## config.mk

```make
export PLATFORM = sky130hd
export DESIGN_NAME = fetch_entry_queue
export DESIGN_NICKNAME = d
export VERILOG_FILES = /design/src/rtl/fetch_entry_queue_pkg.sv /design/src/rtl/fetch_entry_queue.sv
export SDC_FILE = /design/constraint.sdc
export NUM_CORES = 1
export LEC_CHECK = 0
export BUFFER_PORTS_ARGS = -buffer_cell sky130_fd_sc_hd__buf_2
export CAP_MARGIN = 10
export CORE_AREA = 4 4 360 362
export CTS_CLUSTER_SIZE = 20
export DETAILED_ROUTE_END_ITERATION = 6
export DIE_AREA = 0 0 364 366
export PLACE_DENSITY = 0.65
export SLEW_MARGIN = 40
export SYNTH_ARGS = -nofsm -noshare
export SYNTH_HDL_FRONTEND = slang
export SYNTH_SLANG_ARGS = --single-unit
```

## constraint.sdc

```tcl
create_clock -name clk_i -period 5.17 [get_ports clk_i]
set_input_delay 0.517 -clock clk_i [delete_from_list [all_inputs] [get_ports clk_i]]
set_output_delay 0.517 -clock clk_i [all_outputs]
set_load 0.01 [all_outputs]
```

## src/rtl/fetch_entry_queue_pkg.sv

```systemverilog
// Fetch-entry types and the core configuration used by the fetch->decode queue.
// Mirrors the subset of the core's fetch_entry_t and config needed by this block.
package fetch_entry_queue_pkg;

  localparam int unsigned Vlen = 64;

  typedef struct packed {
    int unsigned VLEN;
  } cva6_cfg_t;

  localparam cva6_cfg_t cva6_cfg_empty = '{VLEN: Vlen};

  typedef enum logic [2:0] {
    NoCF,
    Branch,
    Jump,
    JumpR,
    Return
  } cf_t;

  typedef struct packed {
    cf_t             cf;
    logic [Vlen-1:0] predict_address;
  } branchpredict_sbe_t;

  typedef struct packed {
    logic [63:0] cause;
    logic [63:0] tval;
    logic        valid;
  } exception_t;

  typedef struct packed {
    logic [Vlen-1:0]    address;
    logic [31:0]        instruction;
    branchpredict_sbe_t branch_predict;
    exception_t         ex;
  } fetch_entry_t;

endpackage

```

## src/rtl/fetch_entry_queue.sv

```systemverilog
// Circular FIFO between the realigner and decode; a push into a full queue is dropped
// and reported as a replay so the frontend re-fetches from that PC.
module fetch_entry_queue
  import fetch_entry_queue_pkg::*;
#(
  parameter cva6_cfg_t   CVA6Cfg = cva6_cfg_empty,
  parameter int unsigned DEPTH   = 4
) (
  input  logic                        clk_i,
  input  logic                        rst_ni,
  input  logic                        flush_i,
  input  logic                        instr_valid_i,
  input  fetch_entry_t                fetch_entry_i,
  output logic                        replay_o,
  output logic [CVA6Cfg.VLEN-1:0]     replay_addr_o,
  output fetch_entry_t                fetch_entry_o,
  output logic                        fetch_entry_valid_o,
  input  logic                        fetch_entry_ready_i,
  output logic [$clog2(DEPTH):0]      count_o
);

  localparam int unsigned PtrW = $clog2(DEPTH);
  localparam int unsigned CntW = PtrW + 1;

  fetch_entry_t          mem_q [DEPTH];
  logic [PtrW-1:0]       rd_ptr_q, wr_ptr_q;
  logic [CntW-1:0]       count_q;

  logic full, empty, push, pop;

  // full/empty come from registered state only, so ready never reaches replay_o.
  assign full  = (count_q == CntW'(DEPTH));
  assign empty = (count_q == '0);

  assign fetch_entry_valid_o = ~empty & ~flush_i;
  assign fetch_entry_o       = mem_q[rd_ptr_q];
  assign count_o             = count_q;

  assign push = instr_valid_i & ~full & ~flush_i;
  assign pop  = fetch_entry_valid_o & fetch_entry_ready_i;

  // A pop in the same cycle does not make room for a push into a full queue.
  assign replay_o      = instr_valid_i & full & ~flush_i;
  assign replay_addr_o = fetch_entry_i.address[CVA6Cfg.VLEN-1:0];

  always_ff @(posedge clk_i or negedge rst_ni) begin
    if (!rst_ni) begin
      rd_ptr_q <= '0;
      wr_ptr_q <= '0;
      count_q  <= '0;
      for (int i = 0; i < DEPTH; i++) begin
        mem_q[i] <= '0;
      end
    end else if (flush_i) begin
      rd_ptr_q <= '0;
      wr_ptr_q <= '0;
      count_q  <= '0;
    end else begin
      if (push) begin
        mem_q[wr_ptr_q] <= fetch_entry_i;
        wr_ptr_q        <= wr_ptr_q + PtrW'(1);
      end
      if (pop) begin
        rd_ptr_q <= rd_ptr_q + PtrW'(1);
      end
      count_q <= count_q + CntW'(push) - CntW'(pop);
    end
  end

endmodule

```

==> results of run 1 <==
## final timing paths
check	startpoint	to	slack (ns)	cells after the start
max	rd_ptr_q[0]$_DFFE_PN0P_	fetch_entry_o[142]	1.56	3
min	fetch_entry_i[253]	mem_q[1129]$_DFFE_PN0P_	0.06	2
max reg2reg	count_o[1]$_DFF_PN0_	mem_q[745]$_DFFE_PN0P_	2.47	4
min reg2reg	mem_q[0]$_DFFE_PN0P_	mem_q[0]$_DFFE_PN0P_	0.48	1
max in group asynchronous	rst_ni	mem_q[751]$_DFFE_PN0P_	3.44	5
min in group asynchronous	rst_ni	mem_q[617]$_DFFE_PN0P_	0.21	2
## where the power goes
group	switching [W]	internal [W]
logic	0.00562	0.00977
registers	0.00242	0.0134
clock network	0.00396	0.00582
## metal layers
| metal | track usage [%] | vias to the layer above |
|---|---|---|
| met3 | 4.92 | 188 |
| met2 | 30.4 | 693 |
| met1 | 26.8 | 15600 |
| li1 | - | 12500 |
| met4 | 5.98 | 8 |
| met5 | 0 | - |
## registers in the layout (all words and copies together), names as in the netlist
register  cells
count_o       3
mem_q      1168
rd_ptr_q      2
wr_ptr_q      2
## cell type report
class                           instances  area [µm²]
Fill cell                           10200       59900
Sequential cell                      1175       29400
Multi-Input combinational cell       1496       24200
Timing Repair Buffer                  943        6470
Clock buffer                          203        3990
Tap cell                             1662        2080
Clock inverter                         40         579
Antenna cell                           13        32.5
Inverter                                4        15.0
## layout by cell type, fill, tap and decap left out, types with 2 or more instances in the layout
cell | Yosys | layout
and2_1 | 2 | 2
and3_4 | 4 | 4
buf_12 | 88 | 40
buf_16 | 0 | 2
buf_2 | 33 | 656
buf_4 | 64 | 50
buf_6 | 37 | 2
bufinv_16 | 0 | 9
clkbuf_1 | 25 | 34
clkbuf_16 | 0 | 136
clkbuf_8 | 0 | 33
clkinv_2 | 0 | 15
clkinv_8 | 0 | 4
clkinvlp_4 | 0 | 2
dfrtp_1 | 1175 | 1173
dfrtp_4 | 0 | 2
diode_2 | 0 | 13
dlygate4sd3_1 | 0 | 192
ha_1 | 6 | 6
inv_1 | 4 | 4
inv_16 | 0 | 4
inv_6 | 0 | 4
mux2_1 | 8 | 8
mux2_2 | 41 | 41
mux2_4 | 1120 | 1120
mux4_2 | 292 | 292
nor2_1 | 8 | 8
nor2b_1 | 3 | 3
nor3_1 | 2 | 2
o31ai_1 | 2 | 2
xor2_1 | 3 | 3
## metrics by stage
step	worst slack [ns]	total power (W)	cells
after floorplan	2.80	0.0266	2939
after global routing	1.36	0.0431	5534
final	1.56	0.0410	5536
after detailed placement	2.28	0.0312	5085
after global placement	2.26	0.0310	5081
after CTS	1.44	0.0415	5520
## synth_stat cells, types with 8 or more instances
library cell / number / area share (%)
buf_1: 14 / 0.093
buf_12: 88 / 3.1
buf_2: 33 / 0.29
buf_4: 64 / 0.85
buf_6: 37 / 0.74
clkbuf_1: 25 / 0.17
dfrtp_1: 1175 / 52
mux2_1: 8 / 0.16
mux2_2: 41 / 0.81
mux2_4: 1120 / 30
mux4_2: 292 / 12
nor2_1: 8 / 0.053
## worst max-delay path: stages (launching register included)
cell and delay (ns):
dfrtp_4 0.85, buf_12 0.49, mux4_2 0.61, buf_2 0.16
## logic make-up (layout without fill, tap and decap cells)
logic type | Yosys count | count (layout) | share of synthesized area, %
mux | 1461 | 1461 | 42.3
simple gates | 22 | 22 | 0.243
flops | 1175 | 1175 | 51.9
buf+inv | 268 | 1190 | 5.35
other cells | 0 | 13 | 0
xor+xnor | 3 | 3 | 0.0464
fa+ha+maj | 7 | 7 | 0.168
compound gates | 3 | 3 | 0.0420
==> summary.md, run 1 <==
| Metric | Value |
|---|---|
| Outcome | complete, no violations |
| Synth cell types | 26 |
| Root buf cell | clkbuf_16 |
| Dpl hpwl | 82,600 µm |
| Initial core utilization | 44.7% |
| Post-route clock period utilization | 69.8% |
| Syn. warnings | 0 |
| Area Overhead vs Synth | 17.9% |
| Critical path class | flip-flop to output pin |
| Uppermost routed layer | met5 |
| Io pins | 658 |
| Net Count, Synth | 3,243 |
| Largest net degree at the start of global routing | 140 |
| CP Data Arrival Time | 3.09 ns |
| Seq cells post-synth | 1,175 |
| DRT Wirelength | 130,000 µm |
| Width of the die | 364 µm |
| Worst-Margin Slew | 0.813 ns |
| Fmax | 0.277 GHz |
| Die Ht | 366 µm |
| NumNets Final | 4,058 |
| Slew Limit Fails | 0 |
| Leakage | 30.5 nW |
| Grt ovf | 0 |
| # setup viols final | 0 |
| Final setup TNS | 0 ns |
| Min cycle time layout | 3.61 ns |
| Drt wl/cell | 23.4 µm |
| Core Footprint | 127,000 µm² |
| Clock transition at the registers of the reported paths | 0.06 ns |
| Total global-route track usage | 19.4% |
| Final Instance Area | 66,800 µm² |
| CTS Buf Count | 134 |
| Port bufs | 657 |
| H-tree depth | 4 |
| Routability cong. | 0.760 |
| Worst IR Drop VDD | 0.380 mV |
| Rows | 131 |
| Initial antenna violation count | 18 |
| Max Cap Viol | 0 |
| Ys async rst share | 100% |
| Later-pin clock latency in the skew report | 0.74 ns |
| # DRC | 0 |
| Fin Clk Skew | 0.0184 ns |
| Proportion of layout cells with a drive suffix above 1 | 62.7% |
| Antenna violation net count after detailed routing | 0 |
| Clock buffer depth | 3 |
| Final hold slack | 0.0640 ns |
| Critical path endpoint category | output pin |
| Final core utilization | 52.7% |
| Global-route wire length before repair | 203,000 µm |
| Post-Syn Area | 56,700 µm² |
| DR pass1 iterations | 5 |
| Post-DP Area | 60,200 µm² |
| PwrDens | 614 nW/µm² |
| TritonCTS Sinks | 1,175 |
| Hold WC Path Type | input port to flip-flop |
| Die ar. | 133,000 µm² |
| Vias in the first global route | 32,600 |
| Worst rel slew slack | 45.8% |
| Post-synth EDFFs | 0 |
| RSZ-0062 raised after global routing | false |
| Vias/cell | 5.23 |
| CTS resizes | 0 |
| Cells after Synth | 2,939 |
| Predominant post-synthesis flop cell | dfrtp_1 |
| Met3 WL post-DR | 7450 µm |
| Crit Path Max Fanout | 69 |
| Via Count | 29,000 |
| Sequential share of the synthesized area | 51.9% |
| Initial DRC count | 1,625 |
| Met2 WL | 61,200 µm |
| Startpoint Class | flip-flop |
| Fin. Hold Viols | 0 |
| Hold-fix buffers, CTS | 192 |
| Met1 WL | 57,700 µm |
| TritonCTS clock tree | yes |
| Post-CTS Repair Setup Buffers | 0 |
| Critical Path RT | 4.65 ns |
| Syn_area_per_cell | 19.3 µm² |
Power figures use the tool's default switching activity.
==> run 2: changes to the inputs <==
--- a/config.mk
+++ b/config.mk
@@ -11,7 +11,7 @@
 export CTS_CLUSTER_SIZE = 20
 export DETAILED_ROUTE_END_ITERATION = 6
 export DIE_AREA = 0 0 364 366
-export PLACE_DENSITY = 0.65
+export PLACE_DENSITY = 0.67
 export SLEW_MARGIN = 40
 export SYNTH_ARGS = -nofsm -noshare
 export SYNTH_HDL_FRONTEND = slang
==> constraint.sdc (replaced) <==
create_clock -name clk_i -period 3.3 [get_ports clk_i]
set_input_delay 0.33 -clock clk_i [delete_from_list [all_inputs] [get_ports clk_i]]
set_output_delay 0.33 -clock clk_i [all_outputs]
set_load 0.01 [all_outputs]
==> summary.md, run 2 (synthesis gave the netlist of run 1 again) <==
| Metric | Value |
|---|---|
| Power share of the combinational group | 38.2% |
| Post-DP Area | 60,800 µm² |
| Initial antenna violation count | 12 |
| Slew Limit Fails | 0 |
| Io pins | 658 |
| Drt wl/cell | 23.0 µm |
| Commonest non-fill, non-tap cell in the layout | dfrtp_1 |
| Crit Path Max Fanout | 51 |
| Via Count | 29,500 |
| Worst path max stage delay | 0.60 ns |
| # DRC | 0 |
| CTS Buf Count | 132 |
| NumNets Final | 4,212 |
| Met1 Track Usage GR | 27.1% |
| Worst IR Drop VDD | 0.518 mV |
| Biggest register | mem_q |
| Max Cap Viol | 0 |
| Sw Ratio | 29.2% |
| CP Data Arrival Time | 2.69 ns |
| Core Footprint | 127,000 µm² |
| Most frequent cells in the layout | dfrtp_1, mux2_4, buf_2, dlygate4sd3_1, mux4_2 |
| Port bufs | 657 |
| Later-pin clock latency in the skew report | 0.76 ns |
| Largest net degree at the start of global routing | 95 |
| Buf/Inv on CP | 3 |
| Initial DRC count | 1,642 |
| Reg2Reg Setup Slack | 0.80 ns |
| Outcome | complete, no violations |
| Routability cong. | 0.794 |
| Met3 Track Usage GR | 4.74% |
| Worst path cell trace | buf_12 > buf_12 > mux4_2 > buf_2 |
| Rows | 131 |
| RSZ-0062 raised after global routing | false |
| Int Pwr | 0.0453 W |
| Die ar. | 133,000 µm² |
| Switching power | 0.0187 W |
| Width of the die | 364 µm |
| Met2 usage | 30.9% |
| Final setup TNS | 0 ns |
| CP delay by family, top | buffers and inverters |
| Worst R2R End | count_o[2]$_DFF_PN0_ |
| CTS resizes | 0 |
| Critical path endpoint category | output pin |
| Setup crit end | fetch_entry_o[151] |
| Global-route wire length before repair | 207,000 µm |
| Slowest CP cell | mux4_2 |
| Hold-fix buffers, CTS | 296 |
| CP startpoint | rd_ptr_q[0]$_DFFE_PN0P_ |
| RR Startpoint | count_o[1]$_DFF_PN0_ |
| Total number of cells along the worst setup path | 4 |
| Proportion of layout cells with a drive suffix above 1 | 61.4% |
| Total power | 0.0640 W |
| DRT Wirelength | 131,000 µm |
| Min cycle time layout | 3.02 ns |
| Post-CTS Repair Setup Buffers | 0 |
| Fmax | 0.331 GHz |
| Vias in the first global route | 33,500 |
| # setup viols final | 0 |
| Clk pwr share | 23.1% |
| Critical Path RT | 2.97 ns |
| Fin. Hold Viols | 0 |
| Vias/cell | 5.19 |
| Setup ws final | 0.283 ns |
| Leakage | 31.1 nW |
| Critical path class | flip-flop to output pin |
| DP Worst Slack | 0.803 ns |
| Initial core utilization | 44.7% |
| Die Ht | 366 µm |
| PwrDens | 938 nW/µm² |
| Final core utilization | 53.8% |
| Grt ovf | 0 |
| Root buf cell | clkbuf_16 |
| R2R depth | 10 |
| Most used cell along the critical path | buf_12 |
| TritonCTS Sinks | 1,175 |
| Antenna violation net count after detailed routing | 0 |
| Total global-route track usage | 19.7% |
| TritonCTS clock tree | yes |
| Busiest grt layer | met2 |
| Hold WC Path Type | input port to asynchronous set/reset pin |
| Dpl hpwl | 85,900 µm |
| Worst rel slew slack | 53.7% |
| Power share of the sequential group | 38.7% |
| Fin Clk Skew | 0.0272 ns |
| Worst-Margin Slew | 0.695 ns |
| Startpoint Class | flip-flop |
| Clock transition at the registers of the reported paths | 0.06 ns |
| DR pass1 iterations | 7 |
| H-tree depth | 4 |
| Clock buffer depth | 3 |
| Post-route clock period utilization | 91.4% |
| Area Overhead vs Synth | 20.4% |
| Largest register FFs | 1,168 |
| Final Instance Area | 68,200 µm² |
## run 2: changes by cell type in the layout (fill, tap and decap cells not counted), moves of 3 or more
cell / before / now
buf_4: 50 / 89
bufinv_16: 9 / 6
clkbuf_1: 34 / 38
buf_12: 40 / 56
dlygate4sd3_1: 192 / 296
inv_16: 4 / 0
clkbuf_8: 33 / 26
## run 2: worst min path at each step
stage | start | end | slack, ns
final | rst_ni | mem_q[810]$_DFFE_PN0P_ | 0.08
after CTS | rst_ni | mem_q[810]$_DFFE_PN0P_ | 0.02
after floorplan | rst_ni | count_o[0]$_DFF_PN0_ | 0.03
after global placement | rst_ni | mem_q[322]$_DFFE_PN0P_ | 0.46
after detailed placement | rst_ni | mem_q[260]$_DFFE_PN0P_ | 0.27
after global routing | rst_ni | mem_q[1136]$_DFFE_PN0P_ | 0.05
## run 2: power by group through the flow
stage	combinational (W)	sequential, W	clock (W)
final	0.0245	0.0248	0.0148
after global routing	0.0259	0.0256	0.0157
after CTS	0.0248	0.0247	0.0152
after detailed placement	0.0244	0.0247	0
after global placement	0.0240	0.0247	0
after floorplan	0.0182	0.0235	0
## run 2: layout make-up
cell class	instances	area [µm²]
timing repair buffer	1099	8080
multi-input combinational	1496	24200
tap	1662	2080
antenna	13	32.5
fill	9918	58500
clock buffer	202	3950
sequential	1175	29400
inverter	4	15.0
clock inverter	36	418
## run 2: routing by layer
layer | vias to the layer above | part of all wire (%)
li1 | 12800 | -
met1 | 15800 | 45
met2 | 695 | 47
met3 | 211 | 5.3
met4 | 0 | 3.0
met5 | - | 0
## run 2: per-stage QoR
stage,hold WS (ns),cells
after CTS,0.0169,5674
after global placement,0.463,5139
after global routing,0.0488,5686
final,0.0800,5687
after detailed placement,0.266,5140
after floorplan,0.0344,2939
==> run 3: changes to the inputs <==
--- a/config.mk
+++ b/config.mk
@@ -7,11 +7,11 @@
 export LEC_CHECK = 0
 export BUFFER_PORTS_ARGS = -buffer_cell sky130_fd_sc_hd__buf_2
 export CAP_MARGIN = 10
-export CORE_AREA = 4 4 360 362
+export CORE_AREA = 4 4 382 384
 export CTS_CLUSTER_SIZE = 20
 export DETAILED_ROUTE_END_ITERATION = 6
-export DIE_AREA = 0 0 364 366
-export PLACE_DENSITY = 0.67
+export DIE_AREA = 0 0 386 388
+export PLACE_DENSITY = 0.61
 export SLEW_MARGIN = 40
 export SYNTH_ARGS = -nofsm -noshare
 export SYNTH_HDL_FRONTEND = slang
==> summary.md, run 3 (synthesis gave the netlist of run 1 again) <==
| Metric | Value |
|---|---|
| Outcome | complete, no violations |
| RSZ-0062 raised after global routing | false |
| Worst rel slew slack | 57.0% |
| Clock transition at the registers of the reported paths | 0.06 ns |
| Crit Path Max Fanout | 50 |
| Later-pin clock latency in the skew report | 0.74 ns |
| Int Pwr | 0.0451 W |
| DR pass1 iterations | 4 |
| Critical path endpoint category | output pin |
| Worst IR Drop VDD | 0.528 mV |
| Final Instance Area | 68,400 µm² |
| Clk pwr share | 22.9% |
| Initial DRC count | 1,292 |
| Critical Path RT | 2.97 ns |
| Slowest CP cell | mux4_2 |
| Setup ws final | 0.316 ns |
| Reg2Reg Setup Slack | 0.81 ns |
| Initial core utilization | 39.7% |
| Power share of the combinational group | 38.5% |
| Vias in the first global route | 33,400 |
| Grt ovf | 0 |
| Fin Clk Skew | 0.0194 ns |
| R2R depth | 10 |
| DP Worst Slack | 0.804 ns |
| Worst R2R End | count_o[2]$_DFF_PN0_ |
| Io pins | 658 |
| Worst-Margin Slew | 0.644 ns |
| Total power | 0.0639 W |
| H-tree depth | 4 |
| Rows | 139 |
| Initial antenna violation count | 12 |
| PwrDens | 935 nW/µm² |
| TritonCTS clock tree | yes |
| RR Startpoint | count_o[1]$_DFF_PN0_ |
| CP Data Arrival Time | 2.65 ns |
| # setup viols final | 0 |
| Vias/cell | 5.00 |
| Fin. Hold Viols | 0 |
| Drt wl/cell | 23.1 µm |
| Max Cap Viol | 0 |
| Worst path cell trace | buf_12 > buf_12 > mux4_2 > buf_2 |
| Slew Limit Fails | 0 |
| Switching power | 0.0189 W |
| Proportion of layout cells with a drive suffix above 1 | 61.3% |
| Multi-input gate area in the final layout | 24,200 µm² |
| Post-DP Area | 61,100 µm² |
| Hold WC Path Type | input port to asynchronous set/reset pin |
| Buf/Inv on CP | 3 |
| DRT Wirelength | 136,000 µm |
| Power share of the sequential group | 38.6% |
| Die ar. | 150,000 µm² |
| # DRC | 0 |
| Biggest register | mem_q |
| Total number of cells along the worst setup path | 4 |
| Core Footprint | 143,000 µm² |
| Final setup TNS | 0 ns |
| NumNets Final | 4,200 |
| Routability cong. | 0.777 |
| CTS Buf Count | 135 |
| Area Overhead vs Synth | 20.7% |
| Dpl hpwl | 88,600 µm |
| TritonCTS Sinks | 1,175 |
| Most frequent cells in the layout | dfrtp_1, mux2_4, buf_2, dlygate4sd3_1, mux4_2 |
| Width of the die | 386 µm |
| CP startpoint | rd_ptr_q[0]$_DFFE_PN0P_ |
| Most used cell along the critical path | buf_12 |
| Worst path max stage delay | 0.59 ns |
| Fmax | 0.335 GHz |
| Min cycle time layout | 2.98 ns |
| Global-route wire length before repair | 213,000 µm |
| Largest register FFs | 1,168 |
| Startpoint Class | flip-flop |
| Setup crit end | fetch_entry_o[133] |
| Post-route clock period utilization | 90.4% |
| Commonest non-fill, non-tap cell in the layout | dfrtp_1 |
| Largest net degree at the start of global routing | 105 |
| CP delay by family, top | buffers and inverters |
| Port bufs | 657 |
| FF+latch area | 29,400 µm² |
| Critical path class | flip-flop to output pin |
| Via Count | 29,500 |
| Final core utilization | 47.9% |
| Root buf cell | clkbuf_16 |
| Clock buffer depth | 3 |
| Sw Ratio | 29.5% |
| Antenna violation net count after detailed routing | 0 |
| Total global-route track usage | 18.2% |
| Leakage | 31.0 nW |
| Die Ht | 388 µm |
| Fill count | 12,000 |
run 3: repair_timing:
action | 4_1_cts | 5_1_grt
endpoints found under the hold margin | 1274 | 0
hold buffers | 296 | 0
gates resized for setup | 0 | 0
setup buffers | 0 | 0
run 3: per-stage QoR:
| step | instances | hold slack (ns) |
|---|---|---|
| after floorplan | 2939 | 0.0344 |
| after global placement | 5366 | 0.316 |
| after detailed placement | 5366 | 0.312 |
| after CTS | 5887 | 0.0820 |
| after global routing | 5894 | 0.138 |
| final | 5897 | 0.121 |
run 3: routing by layer:
layer  track usage [%]  vias to the layer above  part of all wire [%]
met5                 0                        -                 0.020
met4              5.69                        4                   2.8
met3              4.30                      185                   5.3
met2              28.9                      632                    47
met1              24.9                    15900                    45
li1                  -                    12800                     -
run 3: layout make-up:
cell class | count | area share, %
multi-input cells | 1496 | 35.4
diodes | 10 | 0.0366
well taps | 1903 | 3.48
flip-flops and latches | 1175 | 43.0
repair buffers | 1084 | 11.8
inverters | 4 | 0.0220
clock buffers | 194 | 5.67
clock inverters | 31 | 0.598
run 3: worst min path at each step:
stage	end	slack, ns	start	cells after the start
6_report	mem_q[575]$_DFFE_PN0P_	0.12	rst_ni	2
5_1_grt	mem_q[575]$_DFFE_PN0P_	0.14	rst_ni	2
4_1_cts	mem_q[575]$_DFFE_PN0P_	0.08	rst_ni	2
3_5_place_dp	mem_q[575]$_DFFE_PN0P_	0.31	rst_ni	1
3_3_place_gp	mem_q[575]$_DFFE_PN0P_	0.32	rst_ni	1
2_1_floorplan	count_o[0]$_DFF_PN0_	0.03	rst_ni	0
run 3: power groups by stage:
stage	Combinational, W	Sequential, W	Clock (W)
floorplan	0.0182	0.0235	0
global placement	0.0242	0.0247	0
detailed placement	0.0247	0.0246	0
CTS	0.0250	0.0247	0.0151
global route	0.0261	0.0255	0.0157
finish	0.0246	0.0247	0.0146
